--- src/rtl/pl_pkg.sv ---
// Shared types, field masks and range helper for the RV32I immediate encoder.
// Masks select the instruction bits that each immediate format overwrites.
package pl_pkg;

  localparam int XLEN = 32;

  typedef enum logic [2:0] {
    IMM_I   = 3'b000,
    IMM_S   = 3'b001,
    IMM_B   = 3'b010,
    IMM_U   = 3'b011,
    IMM_J   = 3'b100,
    IMM_UNS = 3'b101
  } imm_src_t;

  typedef enum logic [1:0] {
    IDLE = 2'b00,
    RUN  = 2'b01,
    FULL = 2'b10
  } enc_state_t;

  localparam logic [XLEN-1:0] MASK_I = 32'hFFF0_0000;
  localparam logic [XLEN-1:0] MASK_S = 32'hFE00_0F80;
  localparam logic [XLEN-1:0] MASK_B = 32'hFE00_0F80;
  localparam logic [XLEN-1:0] MASK_U = 32'hFFFF_F000;
  localparam logic [XLEN-1:0] MASK_J = 32'hFFFF_F000;

  // True when the bits selected by upper are all ones or all zeros (value fits after sign extension).
  function automatic logic is_sext(input logic [XLEN-1:0] v, input logic [XLEN-1:0] upper);
    return ((v & upper) == upper) || ((v & upper) == 32'd0);
  endfunction

endpackage

--- src/rtl/pl_imm_pack.sv ---
// Combinational scatter of an immediate into its instruction-word field,
// plus a legality flag saying whether the value survives the round trip.
module pl_imm_pack
  import pl_pkg::*;
(
  input  logic [2:0]      imm_src,
  input  logic [XLEN-1:0] imm,
  input  logic [XLEN-1:0] base_instr,
  output logic [XLEN-1:0] instr,
  output logic            legal
);

  logic [XLEN-1:0] mask_s;
  logic [XLEN-1:0] field_s;

  // Select mask/field per format; codes 110/111 fall back to the I layout but are flagged.
  always_comb begin
    mask_s  = MASK_I;
    field_s = {imm[11:0], 20'd0};
    legal   = 1'b0;
    case (imm_src)
      IMM_I: begin
        mask_s  = MASK_I;
        field_s = {imm[11:0], 20'd0};
        legal   = is_sext(imm, 32'hFFFF_F800);
      end
      IMM_S: begin
        mask_s  = MASK_S;
        field_s = {imm[11:5], 13'd0, imm[4:0], 7'd0};
        legal   = is_sext(imm, 32'hFFFF_F800);
      end
      IMM_B: begin
        mask_s  = MASK_B;
        field_s = {imm[12], imm[10:5], 13'd0, imm[4:1], imm[11], 7'd0};
        legal   = is_sext(imm, 32'hFFFF_F000) && (imm[0] == 1'b0);
      end
      IMM_U: begin
        mask_s  = MASK_U;
        field_s = {imm[31:12], 12'd0};
        legal   = (imm[11:0] == 12'd0);
      end
      IMM_J: begin
        mask_s  = MASK_J;
        field_s = {imm[20], imm[10:1], imm[11], imm[19:12], 12'd0};
        legal   = is_sext(imm, 32'hFFF0_0000) && (imm[0] == 1'b0);
      end
      IMM_UNS: begin
        mask_s  = MASK_I;
        field_s = {imm[11:0], 20'd0};
        legal   = (imm[31:12] == 20'd0);
      end
      default: begin
        mask_s  = MASK_I;
        field_s = {imm[11:0], 20'd0};
        legal   = 1'b0;
      end
    endcase
    instr = (base_instr & ~mask_s) | field_s;
  end

endmodule

--- src/rtl/pl_imm_encoder.sv ---
// Immediate encoder front end: accepts encode requests, registers one word
// and streams it to instruction memory at consecutive addresses until full.
module pl_imm_encoder
  import pl_pkg::*;
#(
  parameter int W     = 32,
  parameter int DEPTH = 256,
  parameter int AW    = $clog2(DEPTH)
) (
  input  logic          clk,
  input  logic          rst_n,
  input  logic          start,
  input  logic          in_valid,
  output logic          in_ready,
  input  logic [2:0]    imm_src,
  input  logic [W-1:0]  imm,
  input  logic [W-1:0]  base_instr,
  output logic          out_valid,
  input  logic          out_ready,
  output logic [AW-1:0] out_addr,
  output logic [W-1:0]  out_instr,
  output logic          range_err,
  output logic          full
);

  localparam logic [AW-1:0] LAST_ADDR = AW'(DEPTH - 1);

  enc_state_t    state_q, state_d;
  logic          out_valid_q, out_valid_d;
  logic [AW-1:0] out_addr_q, out_addr_d;
  logic [W-1:0]  out_instr_q, out_instr_d;
  logic          full_q, full_d;
  logic          range_err_q, range_err_d;

  logic          wr_hs_s;
  logic          last_wr_s;
  logic          accept_s;
  logic          legal_s;
  logic [W-1:0]  packed_s;

  pl_imm_pack u_pack (
    .imm_src    (imm_src),
    .imm        (imm),
    .base_instr (base_instr),
    .instr      (packed_s),
    .legal      (legal_s)
  );

  assign wr_hs_s   = out_valid_q && out_ready;
  assign last_wr_s = wr_hs_s && (out_addr_q == LAST_ADDR);
  // The final write blocks acceptance so nothing is captured that could never be written.
  assign in_ready  = (state_q == RUN) && (!out_valid_q || out_ready) && !last_wr_s;
  assign accept_s  = in_valid && in_ready;

  // Next-state logic; start overrides any same-cycle handshake or accept.
  always_comb begin
    state_d     = state_q;
    out_valid_d = out_valid_q;
    out_addr_d  = out_addr_q;
    out_instr_d = out_instr_q;
    full_d      = full_q;
    range_err_d = range_err_q;
    if (start) begin
      state_d     = RUN;
      out_valid_d = 1'b0;
      out_addr_d  = '0;
      full_d      = 1'b0;
      range_err_d = 1'b0;
    end else begin
      if (wr_hs_s) begin
        out_valid_d = 1'b0;
        if (last_wr_s) begin
          out_addr_d = '0;
          full_d     = 1'b1;
          state_d    = FULL;
        end else begin
          out_addr_d = out_addr_q + 1'b1;
        end
      end else begin
        out_addr_d = out_addr_q;
      end
      if (accept_s) begin
        out_valid_d = 1'b1;
        out_instr_d = packed_s;
        if (!legal_s) begin
          range_err_d = 1'b1;
        end else begin
          range_err_d = range_err_q;
        end
      end else begin
        out_instr_d = out_instr_q;
      end
    end
  end

  // State and output registers.
  always_ff @(posedge clk or negedge rst_n) begin
    if (!rst_n) begin
      state_q     <= IDLE;
      out_valid_q <= 1'b0;
      out_addr_q  <= '0;
      out_instr_q <= '0;
      full_q      <= 1'b0;
      range_err_q <= 1'b0;
    end else begin
      state_q     <= state_d;
      out_valid_q <= out_valid_d;
      out_addr_q  <= out_addr_d;
      out_instr_q <= out_instr_d;
      full_q      <= full_d;
      range_err_q <= range_err_d;
    end
  end

  assign out_valid = out_valid_q;
  assign out_addr  = out_addr_q;
  assign out_instr = out_instr_q;
  assign full      = full_q;
  assign range_err = range_err_q;

endmodule

--- config.mk ---
export PLATFORM = sky130hd
export DESIGN_NAME = pl_imm_encoder
export DESIGN_NICKNAME = d
export VERILOG_FILES = /design/src/rtl/pl_pkg.sv /design/src/rtl/pl_imm_pack.sv /design/src/rtl/pl_imm_encoder.sv
export SDC_FILE = /design/constraint.sdc
export NUM_CORES = 1
export LEC_CHECK = 0
export ABC_AREA = 0
export BUFFER_PORTS_ARGS = -buffer_cell sky130_fd_sc_hd__buf_2
export CAP_MARGIN = 20
export CORE_MARGIN = 4
export CORE_UTILIZATION = 30
export DETAILED_ROUTE_END_ITERATION = 6
export GPL_ROUTABILITY_DRIVEN = 0
export GPL_TIMING_DRIVEN = 1
export PLACE_DENSITY = 0.67
export RECOVER_POWER = 50
export SETUP_SLACK_MARGIN = 0.5
export SLEW_MARGIN = 20
export SYNTH_ARGS = -nofsm -noshare
export SYNTH_HDL_FRONTEND = slang
export SYNTH_SLANG_ARGS = --single-unit
--- constraint.sdc ---
create_clock -name clk -period 4.05 [get_ports clk]
set_input_delay 0.2025 -clock clk [delete_from_list [all_inputs] [get_ports clk]]
set_output_delay 0.2025 -clock clk [all_outputs]
set_load 0.005 [all_outputs]
==> impl_metrics.env, run 1 <==
export IMPL_status="finished with violations"
export IMPL_failed_checks="max-capacitance violations, max-slew violations"
export IMPL_drc_errors=0
export IMPL_hpwl_mm=5.23
export IMPL_fmax_mhz=384
export IMPL_grt_pass1_vias=2203
export IMPL_endpoint_kind="asynchronous set/reset pin"
export IMPL_fillCellCount=840
export IMPL_setup_tns_ps=0
export IMPL_cts_resized=0
export IMPL_start_kind="primary input"
export IMPL_async_flop_share_pct=100
export IMPL_register_area_sq_um=1100
export IMPL_cts_sinks=44
export IMPL_place_area_sq_um=3030
export IMPL_crit_family="buffers and inverters"
export IMPL_hold_path_class="in2reg"
export IMPL_die_height_um=98.0
export IMPL_total_power_mw=1.13
export IMPL_drt_iter0_drc=50
export IMPL_worst_path_max_delay_cell="clkbuf_1"
export IMPL_yosys_register_bits=44
export IMPL_wire_per_inst_um=14.9
export IMPL_diodes=0
export IMPL_cp_arrival_ps=2500
export IMPL_die_area_sq_um=9610
export IMPL_tritoncts="yes"
export IMPL_crit_cells=2
export IMPL_drtAntennaViolNets=0
export IMPL_hold_depth=2
export IMPL_h_tree_depth=2
export IMPL_synthDistinctLibCells=40
export IMPL_setup_violations=0
export IMPL_final_nets=428
export IMPL_multiInputGateArea_sq_um=1220
export IMPL_cts_made_buffers=5
export IMPL_rows=32
export IMPL_max_cap_violations=1
export IMPL_ios=116
export IMPL_antenna_found_initial=0
export IMPL_required_ps=3940
export IMPL_io_buffers=108
export IMPL_hold_viol=0
export IMPL_setup_ws_ps=1450
export IMPL_num_vias=2201
export IMPL_timing_final_crit_share_pct=64.3
export IMPL_relSlewSlack_pct=-64.7
export IMPL_netlist_instances=251
export IMPL_root_buffer="clkbuf_8"
export IMPL_drive_gt1_share_pct=35.4
export IMPL_synth_area_top_cells="dfrtp_1 45%, mux2i_1 7.8%, a21oi_1 6.4%"
export IMPL_vias_per_cell=4.81
export IMPL_area_growth_pct=28.9
export IMPL_critPathMaxStageDelay_ps=1760
export IMPL_grt_pass1_wl_mm=11.2
export IMPL_drt_first_pass_iters=4
export IMPL_finalMaxSlewViolations=45
export IMPL_core_area_sq_um=7810
export IMPL_grt_overflow_total=0
export IMPL_synth_top_cell_by_area="dfrtp_1"
export IMPL_reg2regPathDepth=6
export IMPL_pre_cts_ws_ps=1480
export IMPL_synth_area_per_cell_sq_um=9.69
export IMPL_path_cells="dlygate4sd3_1 > clkbuf_1"
export IMPL_initial_core_util_pct=31.1
export IMPL_period_needed_ps=2600
export IMPL_routed_wl_mm=6.84
export IMPL_powerDensity_nw_per_um2=361
export IMPL_synth_top_flop_cell="dfrtp_1"
export IMPL_grt_total_usage_pct=14.1
export IMPL_hold_slack_ps=134
export IMPL_chipWidth_um=98.0
export IMPL_cp_max_fo=44
export IMPL_synth_edff_count=0
export IMPL_p_leak_nw=1.50
export IMPL_synth_top_area_share_pct=45.3
export IMPL_ys_warn_count=0
export IMPL_path_buf_inv=2
export IMPL_final_cell_area_sq_um=3130
export IMPL_clock_path_buffers=2
export IMPL_syn_area_sq_um=2430
export IMPL_grt_max_degree=45
export IMPL_clk_latency_ps=290
export IMPL_synthesis_nets=324
export IMPL_finalClockSkew_ps=3.33
export IMPL_ir_worst_vdd_v=0.000166
export IMPL_worst_pin_slew_ps=2470
export IMPL_crit_type="in2async"
export IMPL_synth_yosys_seq_area_share_pct=45.3
export IMPL_clkSlewWorstSetupHoldPaths_ps=90
export IMPL_rsz0062_at_grt="false"
-- layer usage --
metal  vias to the layer above  track usage, %  wire [um]
met5                         -               0          0
met4                         0            2.88         55
met3                         6            3.21        336
met2                        57            23.4       3270
met1                      1022            18.8       3180
li1                       1116               -          -
-- state kept, by name, indices dropped and copies added, names as in the netlist --
register   cells
range_err      1
out_addr       8
full           1
out_instr     32
out_valid      1
state_q        1
-- cells in the mapped netlist (2+ instances only) --
| master | count |
|---|---|
| nand2_1 | 15 |
| mux2i_1 | 19 |
| clkbuf_1 | 8 |
| or3_1 | 5 |
| a21o_1 | 2 |
| nand3_1 | 4 |
| o21ai_0 | 13 |
| xnor2_1 | 3 |
| buf_6 | 4 |
| dfrtp_1 | 44 |
| or4_1 | 2 |
| mux2_2 | 11 |
| a22oi_1 | 5 |
| nor2_1 | 30 |
| nor3_1 | 4 |
| mux2_4 | 6 |
| nand4_1 | 6 |
| nand2b_1 | 2 |
| nor2b_1 | 3 |
| inv_1 | 8 |
| a21oi_1 | 31 |
| nor4_1 | 8 |
-- final cells by class --
type | count | share of cell area [%]
multi-input cells | 186 | 39.0
clock inverters | 2 | 1.12
well taps | 102 | 4.07
inverters | 8 | 0.958
flip-flops and latches | 44 | 35.1
repair buffers | 110 | 17.4
clock buffers | 6 | 2.32
-- report_power, final --
group / switching, mW / leakage [nW] / internal [mW] / total [mW]
logic: 0.127 / 0.920 / 0.131 / 0.259
registers: 0.0324 / 0.521 / 0.501 / 0.533
clock network: 0.156 / 0.0552 / 0.183 / 0.340
total: 0.316 / 1.50 / 0.816 / 1.13
-- worst paths after layout --
kind	from	endpoint	slack, ps
worst max-delay path	rst_n	out_instr[10]	1450
worst min-delay path	base_instr[5]	out_instr[5]	130
worst max register to register	out_addr[0]	out_instr[23]	1480
worst min register to register	state_q[0]	state_q[0]	490
max in group clk	out_addr[0]	out_instr[23]	1480
min in group asynchronous	rst_n	out_addr[0]	1210
-- stage by stage --
| step | utilization, % | cells |
|---|---|---|
| after floorplan | - | 251 |
| after global placement | 38.8 | 449 |
| after detailed placement | 38.8 | 449 |
| after CTS | 40.2 | 457 |
| after global routing | 40.1 | 458 |
| final | 40.1 | 458 |
-- cell usage in the layout, fill, tap and decap left out, types with 8 or more instances in the layout --
cell type  Yosys  layout
mux2_2        11      11
a21oi_1       31      31
o21ai_0       13      13
nand2_1       15      15
mux2i_1       19      19
buf_2          0      98
nor4_1         8       8
clkbuf_1       8      11
nor2_1        30      30
dfrtp_1       44      44
inv_1          8       8
-- cell families after synthesis --
kind of cell	count (synthesis)	synth area share, %
xor+xnor	4	1.44
simple gates	86	17.9
fa+ha+maj	1	0.515
compound gates	59	13.7
mux	36	16.6
flops	44	45.3
buf+inv	21	4.48
-- repair_timing --
action	4_1_cts	5_1_grt
buffers inserted	0	0
endpoints found under the hold margin	0	44
hold buffers	0	1
(Power assumes the default switching activity.)
==> inputs of run 2 (changes only) <==
- PLACE_DENSITY: 0.67 -> 0.69
- clock period: 4.05 -> 2.3 ns (I/O delays scaled with it)
==> run 2 against run 1 <==
The run now ends clean. Critical path depth up 4. Final area increased by 9.5%. Worst hold slack worse by 89 ps. Combinational power grew 97%. Clock power rose by 100%.
==> impl_metrics.env, run 2 (same netlist as run 1, synthesis figures left out) <==
export IMPL_status="complete, no violations"
export IMPL_path_cells="ha_4 > nand3_4 > or4_4 > and4_4 > buf_12 > mux2_4"
export IMPL_r2r_start="out_addr[1]"
export IMPL_drt_first_pass_iters=4
export IMPL_final_cell_mix="87 x buf_2, 44 x dfrtp_1, 25 x nor2_1, 25 x clkbuf_1, 24 x a21oi_1"
export IMPL_stdcell_count=476
export IMPL_dp_cells=452
export IMPL_hold_path_class="in2reg"
export IMPL_h_tree_depth=2
export IMPL_timing_final_crit_share_pct=79.4
export IMPL_setup_ws_ps=474
export IMPL_routed_top_layer="met4"
export IMPL_hold_start="base_instr[6]"
export IMPL_die_height_um=98.0
export IMPL_worst_pin_slew_ps=1100
export IMPL_grt_pass1_vias=2442
export IMPL_grt_overflow_total=0
export IMPL_crit_family="simple AND/OR/NAND/NOR gates"
export IMPL_core_area_sq_um=7810
export IMPL_critPathMaxStageDelay_ps=440
export IMPL_met1_length_mm=3.04
export IMPL_max_cap_violations=0
export IMPL_largest_reg_flops=32
export IMPL_total_power_mw=2.15
export IMPL_antenna_found_initial=0
export IMPL_start_kind="flip-flop"
export IMPL_endpoint_kind="flip-flop"
export IMPL_p_leak_nw=1.59
export IMPL_vias_per_cell=4.97
export IMPL_routed_wl_mm=7.28
export IMPL_fillCellCount=804
export IMPL_chipWidth_um=98.0
export IMPL_route_met3_wl_um=504
export IMPL_grt_max_degree=25
export IMPL_drive_gt1_share_pct=38.5
export IMPL_finalClockSkew_ps=4.98
export IMPL_clk_latency_ps=290
export IMPL_drtAntennaViolNets=0
export IMPL_die_area_sq_um=9610
export IMPL_setup_tns_ps=0
export IMPL_dr_wl_met2_mm=3.62
export IMPL_cts_sinks=44
export IMPL_wire_per_inst_um=15.3
export IMPL_diodes=0
export IMPL_drt_iter0_drc=89
export IMPL_grt_total_usage_pct=15.1
export IMPL_reg2reg_setup_slack_ps=470
export IMPL_reg2regPathDepth=6
export IMPL_root_buffer="clkbuf_8"
export IMPL_final_nets=447
export IMPL_num_vias=2368
export IMPL_ir_worst_vdd_v=0.000233
export IMPL_area_growth_pct=41.2
export IMPL_r2r_end="out_instr[5]"
export IMPL_setup_violations=0
export IMPL_cts_made_buffers=5
export IMPL_hold_depth=2
export IMPL_hold_viol=0
export IMPL_path_buf_inv=1
export IMPL_finalMaxSlewViolations=0
export IMPL_cp_arrival_ps=2010
export IMPL_tritoncts="yes"
export IMPL_rsz0062_at_grt="true"
export IMPL_pre_cts_ws_ps=230
export IMPL_layout_commonest_cell="buf_2"
export IMPL_worst_path_max_delay_cell="or4_4"
export IMPL_hpwl_mm=5.44
export IMPL_crit_type="reg2reg"
export IMPL_initial_core_util_pct=31.1
export IMPL_rows=32
export IMPL_holdPathEnd="out_instr[6]"
export IMPL_relSlewSlack_pct=26.5
export IMPL_required_ps=2480
export IMPL_drc_errors=0
export IMPL_powerDensity_nw_per_um2=628
export IMPL_period_needed_ps=1830
export IMPL_clock_path_buffers=2
export IMPL_clkSlewWorstSetupHoldPaths_ps=90
export IMPL_io_buffers=108
export IMPL_ios=116
export IMPL_grt_pass1_wl_mm=11.9
export IMPL_cp_max_fo=8
export IMPL_fmax_mhz=548
## run 2: through the flow
step | hold slack (ps) | area (sq um) | util, %
2_1_floorplan | -181 | 2470 | -
3_3_place_gp | 112 | 3090 | 39.6
3_5_place_dp | 101 | 3090 | 39.6
4_1_cts | 40.7 | 3400 | 43.5
5_1_grt | 33.3 | 3430 | 44.0
6_report | 45.0 | 3430 | 44.0
## run 2: layout make-up
type                       instances  area [sq um]  area share, %
clock buffer                       5          68.8           2.01
clock inverter                     2          60.1           1.75
inverter                           8          30.0          0.875
multi-input combinational        186          1310           38.2
sequential                        44          1100           32.1
tap                              102           128           3.72
timing repair buffer             129           732           21.3
## run 2: repair_timing
item,4_1_cts,5_1_grt
hold endpoints to repair,20,0
cloned,2,0
buffers inserted,10,4
pin swaps,3,2
endpoints found under the setup margin,35,34
resized for setup,7,12
hold buffers,1,0
## run 2: worst max path at each step
stage / start / to / slack [ps] / cells past startpoint
after floorplan: out_addr[0] / out_instr[21] / 290 / 7
after global placement: out_addr[0] / out_instr[5] / 270 / 6
after detailed placement: out_addr[0] / out_instr[5] / 230 / 6
after CTS: out_addr[1] / out_instr[5] / 460 / 6
after global routing: out_addr[1] / out_instr[8] / 410 / 7
final: out_addr[1] / out_instr[5] / 470 / 6
## run 2: routing by layer
| layer | vias up | GRT usage [%] |
|---|---|---|
| met5 | - | 0 |
| met2 | 77 | 26.1 |
| met1 | 1125 | 18.7 |
| met3 | 12 | 3.57 |
| li1 | 1154 | - |
| met4 | 0 | 4.90 |
## run 2: power breakdown
part | total (mW) | leakage [nW] | switching (mW) | internal (mW)
combinational | 0.510 | 1.00 | 0.244 | 0.266
clock | 0.695 | 0.0642 | 0.267 | 0.428
sequential | 0.950 | 0.521 | 0.0679 | 0.882
total | 2.15 | 1.59 | 0.579 | 1.58
